## src/rtl/lockstep_mode_ctrl.sv

```systemverilog
// lockstep_mode_ctrl: moves the dual-hart cluster between independent and DMR
// lockstep mode. Both harts are halted via debug requests until each reports
// its sync point, then the lockstep select flips. While in lockstep the two
// harts' data-bus requests are compared every cycle; divergence or a sync
// timeout parks the cluster in FAULT with both harts held halted.
module lockstep_mode_ctrl #(
  parameter int AW      = 32,
  parameter int DW      = 32,
  parameter int TIMEOUT = 1024
) (
  input  logic            clk_i,
  input  logic            rst_i,
  input  logic            switch_req_i,
  input  logic            switch_target_i,
  input  logic [1:0]      sync_i,
  input  logic            clear_fault_i,
  input  logic [1:0]      cmp_req_i,
  input  logic [1:0]      cmp_we_i,
  input  logic [2*AW-1:0] cmp_addr_i,
  input  logic [2*DW-1:0] cmp_wdata_i,
  output logic [1:0]      debug_req_o,
  output logic            lockstep_o,
  output logic            busy_o,
  output logic            mismatch_o,
  output logic            fault_o,
  output logic [1:0]      fault_cause_o,
  output logic [2:0]      state_o
);

  typedef enum logic [2:0] {
    S_INDEP  = 3'd0,
    S_WAIT   = 3'd1,
    S_RESUME = 3'd2,
    S_LOCK   = 3'd3,
    S_FAULT  = 3'd4
  } state_e;

  // Counter is wide enough to hold TIMEOUT; kept at 1 bit when timeout is off.
  localparam int CW = (TIMEOUT > 0) ? $clog2(TIMEOUT + 1) : 1;
  localparam logic [CW-1:0] TO_LAST = CW'((TIMEOUT > 0) ? TIMEOUT - 1 : 0);

  localparam logic [1:0] CAUSE_MISMATCH = 2'b01;
  localparam logic [1:0] CAUSE_TIMEOUT  = 2'b10;

  state_e        state_q;
  logic [1:0]    flags_q, flags_d;
  logic          target_q;
  logic [CW-1:0] cnt_q;
  logic [1:0]    debug_req_q;
  logic          lockstep_q;
  logic          mismatch_q;
  logic [1:0]    cause_q;

  logic [1:0][AW-1:0] addr;
  logic [1:0][DW-1:0] wdata;
  logic               diverge;
  logic               cmp_mis;

  assign addr  = cmp_addr_i;
  assign wdata = cmp_wdata_i;

  // Sync strobes accumulate into sticky per-hart flags.
  assign flags_d = flags_q | sync_i;

  // Bus divergence check; wdata only matters for writes.
  always_comb begin
    diverge = 1'b0;
    if (cmp_req_i[0] != cmp_req_i[1])      diverge = 1'b1;
    else if (cmp_req_i[0]) begin
      if (cmp_we_i[0] != cmp_we_i[1])      diverge = 1'b1;
      else if (addr[0] != addr[1])         diverge = 1'b1;
      else if (cmp_we_i[0] && (wdata[0] != wdata[1])) diverge = 1'b1;
    end
  end

  assign cmp_mis = (state_q == S_LOCK) && diverge;

  // Mode sequencer; every output is computed alongside the state it belongs to.
  always_ff @(posedge clk_i) begin
    if (rst_i) begin
      state_q     <= S_INDEP;
      flags_q     <= '0;
      target_q    <= 1'b0;
      cnt_q       <= '0;
      debug_req_q <= '0;
      lockstep_q  <= 1'b0;
      mismatch_q  <= 1'b0;
      cause_q     <= '0;
    end else begin
      mismatch_q <= 1'b0;
      case (state_q)
        S_INDEP: begin
          flags_q <= '0;
          cnt_q   <= '0;
          if (switch_req_i && switch_target_i) begin
            target_q    <= 1'b1;
            state_q     <= S_WAIT;
            debug_req_q <= 2'b11;
          end
        end
        S_LOCK: begin
          flags_q <= '0;
          cnt_q   <= '0;
          // Mismatch takes priority over a concurrent switch request.
          if (cmp_mis) begin
            state_q     <= S_FAULT;
            mismatch_q  <= 1'b1;
            cause_q     <= CAUSE_MISMATCH;
            debug_req_q <= 2'b11;
            lockstep_q  <= 1'b0;
          end else if (switch_req_i && !switch_target_i) begin
            target_q    <= 1'b0;
            state_q     <= S_WAIT;
            debug_req_q <= 2'b11;
          end
        end
        S_WAIT: begin
          if (cnt_q != '1) cnt_q <= cnt_q + 1'b1;
          flags_q <= flags_d;
          if (&flags_d) begin
            state_q     <= S_RESUME;
            debug_req_q <= 2'b00;
          end else if ((TIMEOUT > 0) && (cnt_q == TO_LAST)) begin
            state_q     <= S_FAULT;
            cause_q     <= CAUSE_TIMEOUT;
            debug_req_q <= 2'b11;
            lockstep_q  <= 1'b0;
          end else begin
            debug_req_q <= ~flags_d;
          end
        end
        S_RESUME: begin
          flags_q    <= '0;
          cnt_q      <= '0;
          lockstep_q <= target_q;
          state_q    <= target_q ? S_LOCK : S_INDEP;
        end
        S_FAULT: begin
          flags_q <= '0;
          cnt_q   <= '0;
          if (clear_fault_i) begin
            state_q     <= S_INDEP;
            cause_q     <= '0;
            debug_req_q <= '0;
          end
        end
        default: begin
          state_q     <= S_INDEP;
          debug_req_q <= '0;
          lockstep_q  <= 1'b0;
          cause_q     <= '0;
        end
      endcase
    end
  end

  assign state_o       = state_q;
  assign debug_req_o   = debug_req_q;
  assign lockstep_o    = lockstep_q;
  assign mismatch_o    = mismatch_q;
  assign fault_cause_o = cause_q;
  assign busy_o        = (state_q == S_WAIT) || (state_q == S_RESUME);
  assign fault_o       = (state_q == S_FAULT);

endmodule

```

## config.mk

```make
export PLATFORM = sky130hd
export DESIGN_NAME = lockstep_mode_ctrl
export DESIGN_NICKNAME = d
export VERILOG_FILES = /design/src/rtl/lockstep_mode_ctrl.sv
export SDC_FILE = /design/constraint.sdc
export NUM_CORES = 1
export LEC_CHECK = 0
export BUFFER_PORTS_ARGS = -buffer_cell sky130_fd_sc_hd__buf_2
export CORE_MARGIN = 2
export CORE_UTILIZATION = 40
export DETAILED_ROUTE_END_ITERATION = 7
export MAX_ROUTING_LAYER = met4
export PLACE_DENSITY_LB_ADDON = 0.15
export SKIP_CTS_REPAIR_TIMING = 1
export SYNTH_ARGS = -nofsm -noshare
export SYNTH_HDL_FRONTEND = slang
export SYNTH_SLANG_ARGS = --single-unit
```

## constraint.sdc

```tcl
create_clock -name clk_i -period 2.9 [get_ports clk_i]
set_input_delay 0.29 -clock clk_i [delete_from_list [all_inputs] [get_ports clk_i]]
set_output_delay 0.29 -clock clk_i [all_outputs]
set_load 0.005 [all_outputs]
```

==> results of run 1 <==
[logic make-up (layout without fill, tap and decap cells)]
group | count (synthesis) | count (layout)
and+or+nand+nor | 92 | 92
xor gates and xnor gates | 74 | 74
AOI/OAI and AO/OA | 31 | 31
DFF | 23 | 23
buffers and inverters | 7 | 158
muxes | 3 | 3
adders and majority gates | 1 | 1
[sequential cells by signal (all words and copies together), names as in the netlist]
register	flops
flags_q	2
mismatch_o	1
target_q	1
fault_cause_o	2
cnt_q	11
debug_req_o	2
state_o	3
lockstep_o	1
[worst max-delay path, cell delays in order (launching register included)]
cell	delay (ps)
dfxtp_1	400
nand4_1	220
nor4_1	560
a21oi_1	220
or4_2	690
mux2i_1	170
nor2_1	50
[metal layers]
layer,up-vias,part of all wire (%)
li1,1118,-
met1,918,40
met2,94,50
met3,13,8.3
met4,0,1.9
met5,-,0
[worst min path at each step]
stage                                   to  depth (start not counted)
after global placement    fault_cause_o[0]                          2
final                           flags_q[1]                          3
after floorplan                 flags_q[1]                          2
after global routing            flags_q[1]                          3
after detailed placement  fault_cause_o[0]                          2
after CTS                       flags_q[0]                          3
[through the flow]
| step | instances | hold slack (ps) | util, % | setup slack, ps |
|---|---|---|---|---|
| finish | 434 | 284.5 | 61.74 | 487.8 |
| global route | 434 | 296.8 | 61.74 | 288.5 |
| CTS | 434 | 281.3 | 61.74 | 495.5 |
| detailed placement | 430 | 445.5 | 60.73 | 386.6 |
| global placement | 430 | 441.6 | 60.73 | 426.3 |
| floorplan | 231 | 433.5 | - | 737.9 |
[layout by cell type, fill, tap and decap left out, types with 3 or more instances in the layout]
cell type / count
buf_2: 149
xnor2_1: 41
xor2_1: 33
nor2_1: 24
dfxtp_1: 23
a21oi_1: 14
nand4_1: 13
nor3_1: 11
nor4_1: 10
nand3_1: 10
nand2_1: 8
o21ai_0: 5
and3_1: 3
mux2i_1: 3
clkbuf_8: 3
[cell type report]
type | instances | area, µm² | share of cell area, %
multi-input cells | 201 | 1401 | 51.07
repair buffers | 151 | 760.7 | 27.72
flip-flops and latches | 23 | 460.4 | 16.78
well taps | 52 | 65.06 | 2.371
clock buffers | 4 | 45.04 | 1.642
inverters | 3 | 11.26 | 0.4104
[power groups by stage]
stage               clock network [µW]  logic [µW]  registers [µW]
floorplan                            0         431             393
global placement                     0         653             402
detailed placement                   0         662             403
CTS                                207         666             395
global route                       218         735             404
finish                             199         659             395
==> impl_metrics.ini, run 1 <==
[synth]
yosys_most_used_dff = dfxtp_1
synth_top_area_cell = dfxtp_1
yosysSeqAreaShare_pct = 24.39
synth-adder-area-share_pct = 0.6627
syn_area_um2 = 1888
ys_async_sr_fraction_pct = 0
ys_top_cells_by_area = dfxtp_1 (24%), xnor2_1 (19%), xor2_1 (15%), nor2_1 (4.8%), nand4_1 (4.3%)
syn_nets = 371
synthXorXnorAreaFrac_pct = 34.33
synth_top_family_by_area = XOR/XNOR gates
yosysUniqueCellTypes = 38
synth_compound_area_share_pct = 11.46
synth_simple_gate_area_share_pct = 26.18
synth_cells = 231
yosysWarnings = 0
syn_avg_cell_area_um2 = 8.173
yosysMostFrequentCell = xnor2_1
synth_edf_count = 0
ys_ff_latch = 23
synth_commonest_cells = xnor2_1 (41), xor2_1 (33), nor2_1 (24)
synthMuxAreaShare_pct = 1.590
synth_top_area_share_pct = 24.39

[floorplanning]
num_rows = 24
chipWidth_um = 72.71
coreArea_um2 = 4444
num_io_pins = 150
die_area_um2 = 5286
initial_core_util_pct = 42.48
die_y_um = 72.71

[power_and_ir_drop]
seqPwrFrac_pct = 31.5
ir_drop_mv = 0.2344
power_switching_share_pct = 37.03
p_total_uw = 1254
intPower_uw = 789.6
p_per_area_nw_per_um2 = 457.0
leakage_uw = 0.001242
power_switching_uw = 464.4
clock_power_share_pct = 15.9
combPwrFrac_pct = 52.6

[critical_path]
crit_arrival_ps = 2570
crit_type = register to register
worstReg2RegStart = cnt_q[3]
r2r_slack_ps = 490
worstPathMaxFanout = 5
rr_endpoint = fault_cause_o[1]
cp-startpoint = cnt_q[3]
crit_end = fault_cause_o[1]
required_ps = 3060
critPathCaptureType = register
r2r_cells = 6
crit_path_start_kind = register

[clock_tree]
clock_sinks = 23
clk_pin_slew_ps = 80
root_buffer = clkbuf_8
cts_max_level = 1
clockBufferDepth = 2
cts_made_buffers = 3
worst_skew_pair.late_latency_ps = 270
cts_tree = built

[route]
drt-initial-drc-count = 86
remaining_drc_errors = 0
wirelength_mm = 5.423
wl_per_cell_um = 12.50
vias_per_cell = 4.938
ant_nets = 0
firstDrtPassIters = 4
num_vias = 2143

[timing]
tns_ps = 0
fmax_mhz = 414.6
final-setup-viol-count = 0
slew_headroom_pct = 63.71
fin_crit_sh_pct = 83.18
fin_crit_ps = 2412
drv_slew = 0
max_slew.worst_pin.slew_ps = 539.3
grt_setup_unrepaired = false
final_hold_viol_count = 0
finClkSkew_ps = 5.274

[layout]
fin_area_um2 = 2744
diodes = 0
final_nets = 523
syn2layout_area_growth_pct = 45.33
drive_gt1_share_pct = 42.93
fillCellCount = 419

[min_path]
hp-start = sync_i[1]
min_path_type = input pin to register

[grt]
grt_overflow = 0
grt_util_met3_pct = 5.387
grt_pass1_vias = 2113
grt_max_degree = 14
gr-usage-met1_pct = 23.01
antenna_found_initial = 0
busiest_layer = met2
gr-usage-met2_pct = 39.60
grt_pass1_wl_mm = 8.852
grt_usage_pct = 21.61

[place]
dp_hpwl_mm = 4.721
place_area_um2 = 2699
gp_congestion = 0.8519
placement.io_buffers = 149

[run_status]
status = finished clean

[run]
drv_cap = 0
Note: power is estimated with default switching activity, not from simulation.
==> run 2, diff against run 1 <==
CORE_UTILIZATION = 36   (was 40)
clock period = 2 ns   (was 2.9 ns; I/O delays follow)
==> impl_metrics.ini, run 2 (synthesis results as in run 1) <==
[run_status]
status = complete, but fails checks
violations = negative setup slack

[timing]
slew_headroom_pct = 62.71
final-setup-viol-count = 5
max_slew.worst_pin.slew_ps = 555.1
fin_crit_sh_pct = 103.0
fin_crit_ps = 2061
fmax_mhz = 485.2
worst_slack_ps = -60.88
drv_slew = 0
grt_setup_unrepaired = true
finClkSkew_ps = 2.335
final_hold_viol_count = 0

[critical_path]
crit_path_start_kind = input pin
crit_type = input pin to register
crit_end = state_o[2]
worstReg2RegStart = state_o[0]
worstPathMaxFanout = 5
r2r_cells = 7
rr_endpoint = state_o[2]
r2r_slack_ps = 30
crit_arrival_ps = 2230
required_ps = 2170
critPathCaptureType = register
cp-startpoint = cmp_wdata_i[28]

[clock_tree]
worst_skew_pair.late_latency_ps = 260
cts_tree = built
clock_sinks = 23
clockBufferDepth = 2
clk_pin_slew_ps = 80
cts_made_buffers = 3
cts_max_level = 1
root_buffer = clkbuf_8

[route]
vias_per_cell = 4.665
remaining_drc_errors = 0
wl_per_cell_um = 11.98
wirelength_mm = 5.608
firstDrtPassIters = 4
ant_nets = 0
num_vias = 2183
drt-initial-drc-count = 82

[grt]
antenna_found_initial = 0
grt_max_degree = 14
grt_pass1_wl_mm = 9.183
grt_overflow = 0
grt_pass1_vias = 2222
grt_usage_pct = 19.10

[place]
gp_congestion = 0.8251
placement.io_buffers = 149
dp_hpwl_mm = 4.594
placedCellCount = 464

[layout]
final_nets = 539
drive_gt1_share_pct = 47.74
post_layout_nonfiller_instances = 468
final_common_cell = buf_2
fillCellCount = 456
largest_reg_flops = 11
regMostFlops = cnt_q
syn2layout_area_growth_pct = 58.52
diodes = 0
mostFrequentLayoutCells = buf_2 (142), xnor2_1 (41), xor2_1 (32), nor2_1 (24), dfxtp_1 (22)

[floorplanning]
initial_core_util_pct = 37.20
num_io_pins = 150
die_y_um = 76.42
chipWidth_um = 76.42
num_rows = 26
die_area_um2 = 5840
coreArea_um2 = 5075

[power_and_ir_drop]
leakage_uw = 0.001346
p_total_uw = 2010
p_per_area_nw_per_um2 = 671.6
ir_drop_mv = 0.4863

[min_path]
min_path_type = input pin to register

[run]
drv_cap = 0
==> run 2: worst min-delay path by stage <==
| stage | startpoint | to | slack (ps) | cells after the start |
|---|---|---|---|---|
| 4_1_cts | sync_i[1] | flags_q[1] | 200 | 3 |
| 2_1_floorplan | sync_i[1] | flags_q[1] | 340 | 2 |
| 6_report | sync_i[0] | flags_q[0] | 200 | 3 |
| 5_1_grt | sync_i[1] | flags_q[1] | 230 | 3 |
| 3_5_place_dp | debug_req_o[0] | debug_req_o[0] | 450 | 1 |
| 3_3_place_gp | fault_cause_o[0] | fault_cause_o[0] | 440 | 2 |
==> run 2: routing by layer <==
layer,track usage [%],routed length (µm)
met5,-,0
met3,4.621,474
met1,22.53,2390
met4,4.364,61
met2,32.92,2681
==> run 2: critical path, cell delays in order <==
cell      delay, ps
buf_6           100
xor2_2          170
nor4_2          310
nand4_1         160
or4_4           590
o21ai_4         220
or2b_4          190
nand2_4          60
a221oi_2        230
==> run 2: power by group <==
group | internal, µW | switching, µW
Clock | 142 | 145
Sequential | 518 | 28.2
Combinational | 596 | 580
==> run 2: metrics by stage <==
step	setup TNS (ps)	utilization (%)	worst slack [ps]	instance area [µm²]	hold slack (ps)
3_5_place_dp	-1337	56.34	-245.7	2859	450.6
4_1_cts	0	57.22	24.80	2904	196.6
2_1_floorplan	-20.88	-	-20.88	1909	343.5
3_3_place_gp	-1162	56.34	-207.4	2859	444.4
5_1_grt	-658.8	58.97	-124.9	2993	232.1
6_report	-184.8	58.97	-60.88	2993	204.3
==> run 2: cell type report <==
class | instances | area (µm²) | share of cell area (%)
Multi-Input combinational cell | 201 | 1459 | 48.75
Timing Repair Buffer | 167 | 924.6 | 30.89
Sequential cell | 23 | 461.7 | 15.43
Tap cell | 70 | 87.58 | 2.926
Clock buffer | 4 | 45.04 | 1.505
Inverter | 3 | 15.01 | 0.5017
==> run 3, diff against run 2 <==
RECOVER_POWER = 50   (was default)
==> impl_metrics.ini, run 3 (synthesis results as in run 1) <==
[layout]
final_nets = 539
syn2layout_area_growth_pct = 58.25
largest_reg_flops = 11
diodes = 0
fillCellCount = 458
post_layout_nonfiller_instances = 468
regMostFlops = cnt_q
final_common_cell = buf_2
mostFrequentLayoutCells = buf_2 (137), xnor2_1 (41), xor2_1 (32), nor2_1 (24), dfxtp_1 (22)
drive_gt1_share_pct = 46.48

[place]
dp_hpwl_mm = 4.594
gp_congestion = 0.8251
placement.io_buffers = 149
placedCellCount = 464

[critical_path]
critPathCaptureType = register
rr_endpoint = state_o[2]
r2r_cells = 7
crit_arrival_ps = 2230
worstReg2RegStart = state_o[0]
r2r_slack_ps = 30
worstPathMaxFanout = 5
crit_path_start_kind = input pin
required_ps = 2170
crit_type = input pin to register

[timing]
drv_slew = 0
slew_headroom_pct = 50.85
final-setup-viol-count = 5
hold_slack_ps = 204.3
max_slew.worst_pin.slew_ps = 737.3
fmax_mhz = 485.1
final_hold_viol_count = 0
finClkSkew_ps = 2.329
worst_slack_ps = -61.62
fin_crit_ps = 2062
fin_crit_sh_pct = 103.1
grt_setup_unrepaired = true

[power_and_ir_drop]
p_per_area_nw_per_um2 = 671.6
leakage_uw = 0.001328
ir_drop_mv = 0.4814

[grt]
grt_max_degree = 14
grt_pass1_vias = 2222
antenna_found_initial = 0
grt_pass1_wl_mm = 9.183
grt_usage_pct = 19.10
grt_overflow = 0

[route]
num_vias = 2183
wl_per_cell_um = 11.98
remaining_drc_errors = 0
ant_nets = 0
drt-initial-drc-count = 79
wirelength_mm = 5.607
vias_per_cell = 4.665
firstDrtPassIters = 4

[floorplanning]
die_y_um = 76.42
num_rows = 26
chipWidth_um = 76.42
initial_core_util_pct = 37.20
num_io_pins = 150
die_area_um2 = 5840
coreArea_um2 = 5075

[run_status]
violations = negative setup slack
status = complete, but fails checks

[min_path]
hold-path-cell-count = 3
hp-start = sync_i[0]
holdPathEnd = flags_q[0]
min_path_type = input pin to register

[run]
drv_cap = 0

[clock_tree]
cts_tree = built
clockBufferDepth = 2
clock_sinks = 23
clk_pin_slew_ps = 80
cts_made_buffers = 3
worst_skew_pair.late_latency_ps = 260
cts_max_level = 1
root_buffer = clkbuf_8
-- run 3: area by class of cell --
class	count	area (µm²)	share of cell area, %
inverter	3	15.01	0.5025
multi-input combinational	201	1459	48.83
timing repair buffer	167	919.6	30.78
clock buffer	4	45.04	1.508
sequential	23	461.7	15.45
tap	70	87.58	2.931
-- run 3: metrics by stage --
stage	power [µW]	util, %	cell area, µm²	setup WS, ps	TNS [ps]
4_1_cts	1926	57.22	2904	24.80	0
2_1_floorplan	1204	-	1909	-20.88	-20.88
6_report	2007	58.88	2988	-61.62	-185.5
5_1_grt	2147	58.88	2988	-124.9	-658.8
3_5_place_dp	1631	56.34	2859	-245.7	-1337
3_3_place_gp	1631	56.34	2859	-207.4	-1162
-- run 3: power breakdown --
group	switching (µW)	internal (µW)
clock	145	142
combinational	580	592
sequential	28.5	518
-- run 3: how the worst max path moves through the flow --
| stage | cells after the start | endpoint | slack (ps) | from |
|---|---|---|---|---|
| global placement | 9 | state_o[2] | -210 | cmp_wdata_i[52] |
| floorplan | 8 | fault_cause_o[1] | -20 | state_o[1] |
| global route | 9 | debug_req_o[0] | -120 | cmp_wdata_i[28] |
| finish | 9 | state_o[2] | -60 | cmp_wdata_i[28] |
| detailed placement | 9 | state_o[2] | -250 | cmp_wdata_i[52] |
| CTS | 9 | state_o[2] | 20 | cmp_wdata_i[52] |
-- run 3: routing by layer --
layer | vias to the layer above | wire length [µm] | GRT usage (%)
met5 | - | 0 | -
met4 | 0 | 61 | 4.364
met3 | 6 | 476 | 4.621
met2 | 104 | 2681 | 32.92
met1 | 918 | 2387 | 22.53
li1 | 1155 | - | -
-- run 3: worst max-delay path, stage by stage --
cell and delay [ps]:
buf_6 100, xor2_2 170, nor4_2 310, nand4_1 160, or4_4 590, o21ai_4 220, or2b_4 190, nand2_4 60
a221oi_2 230
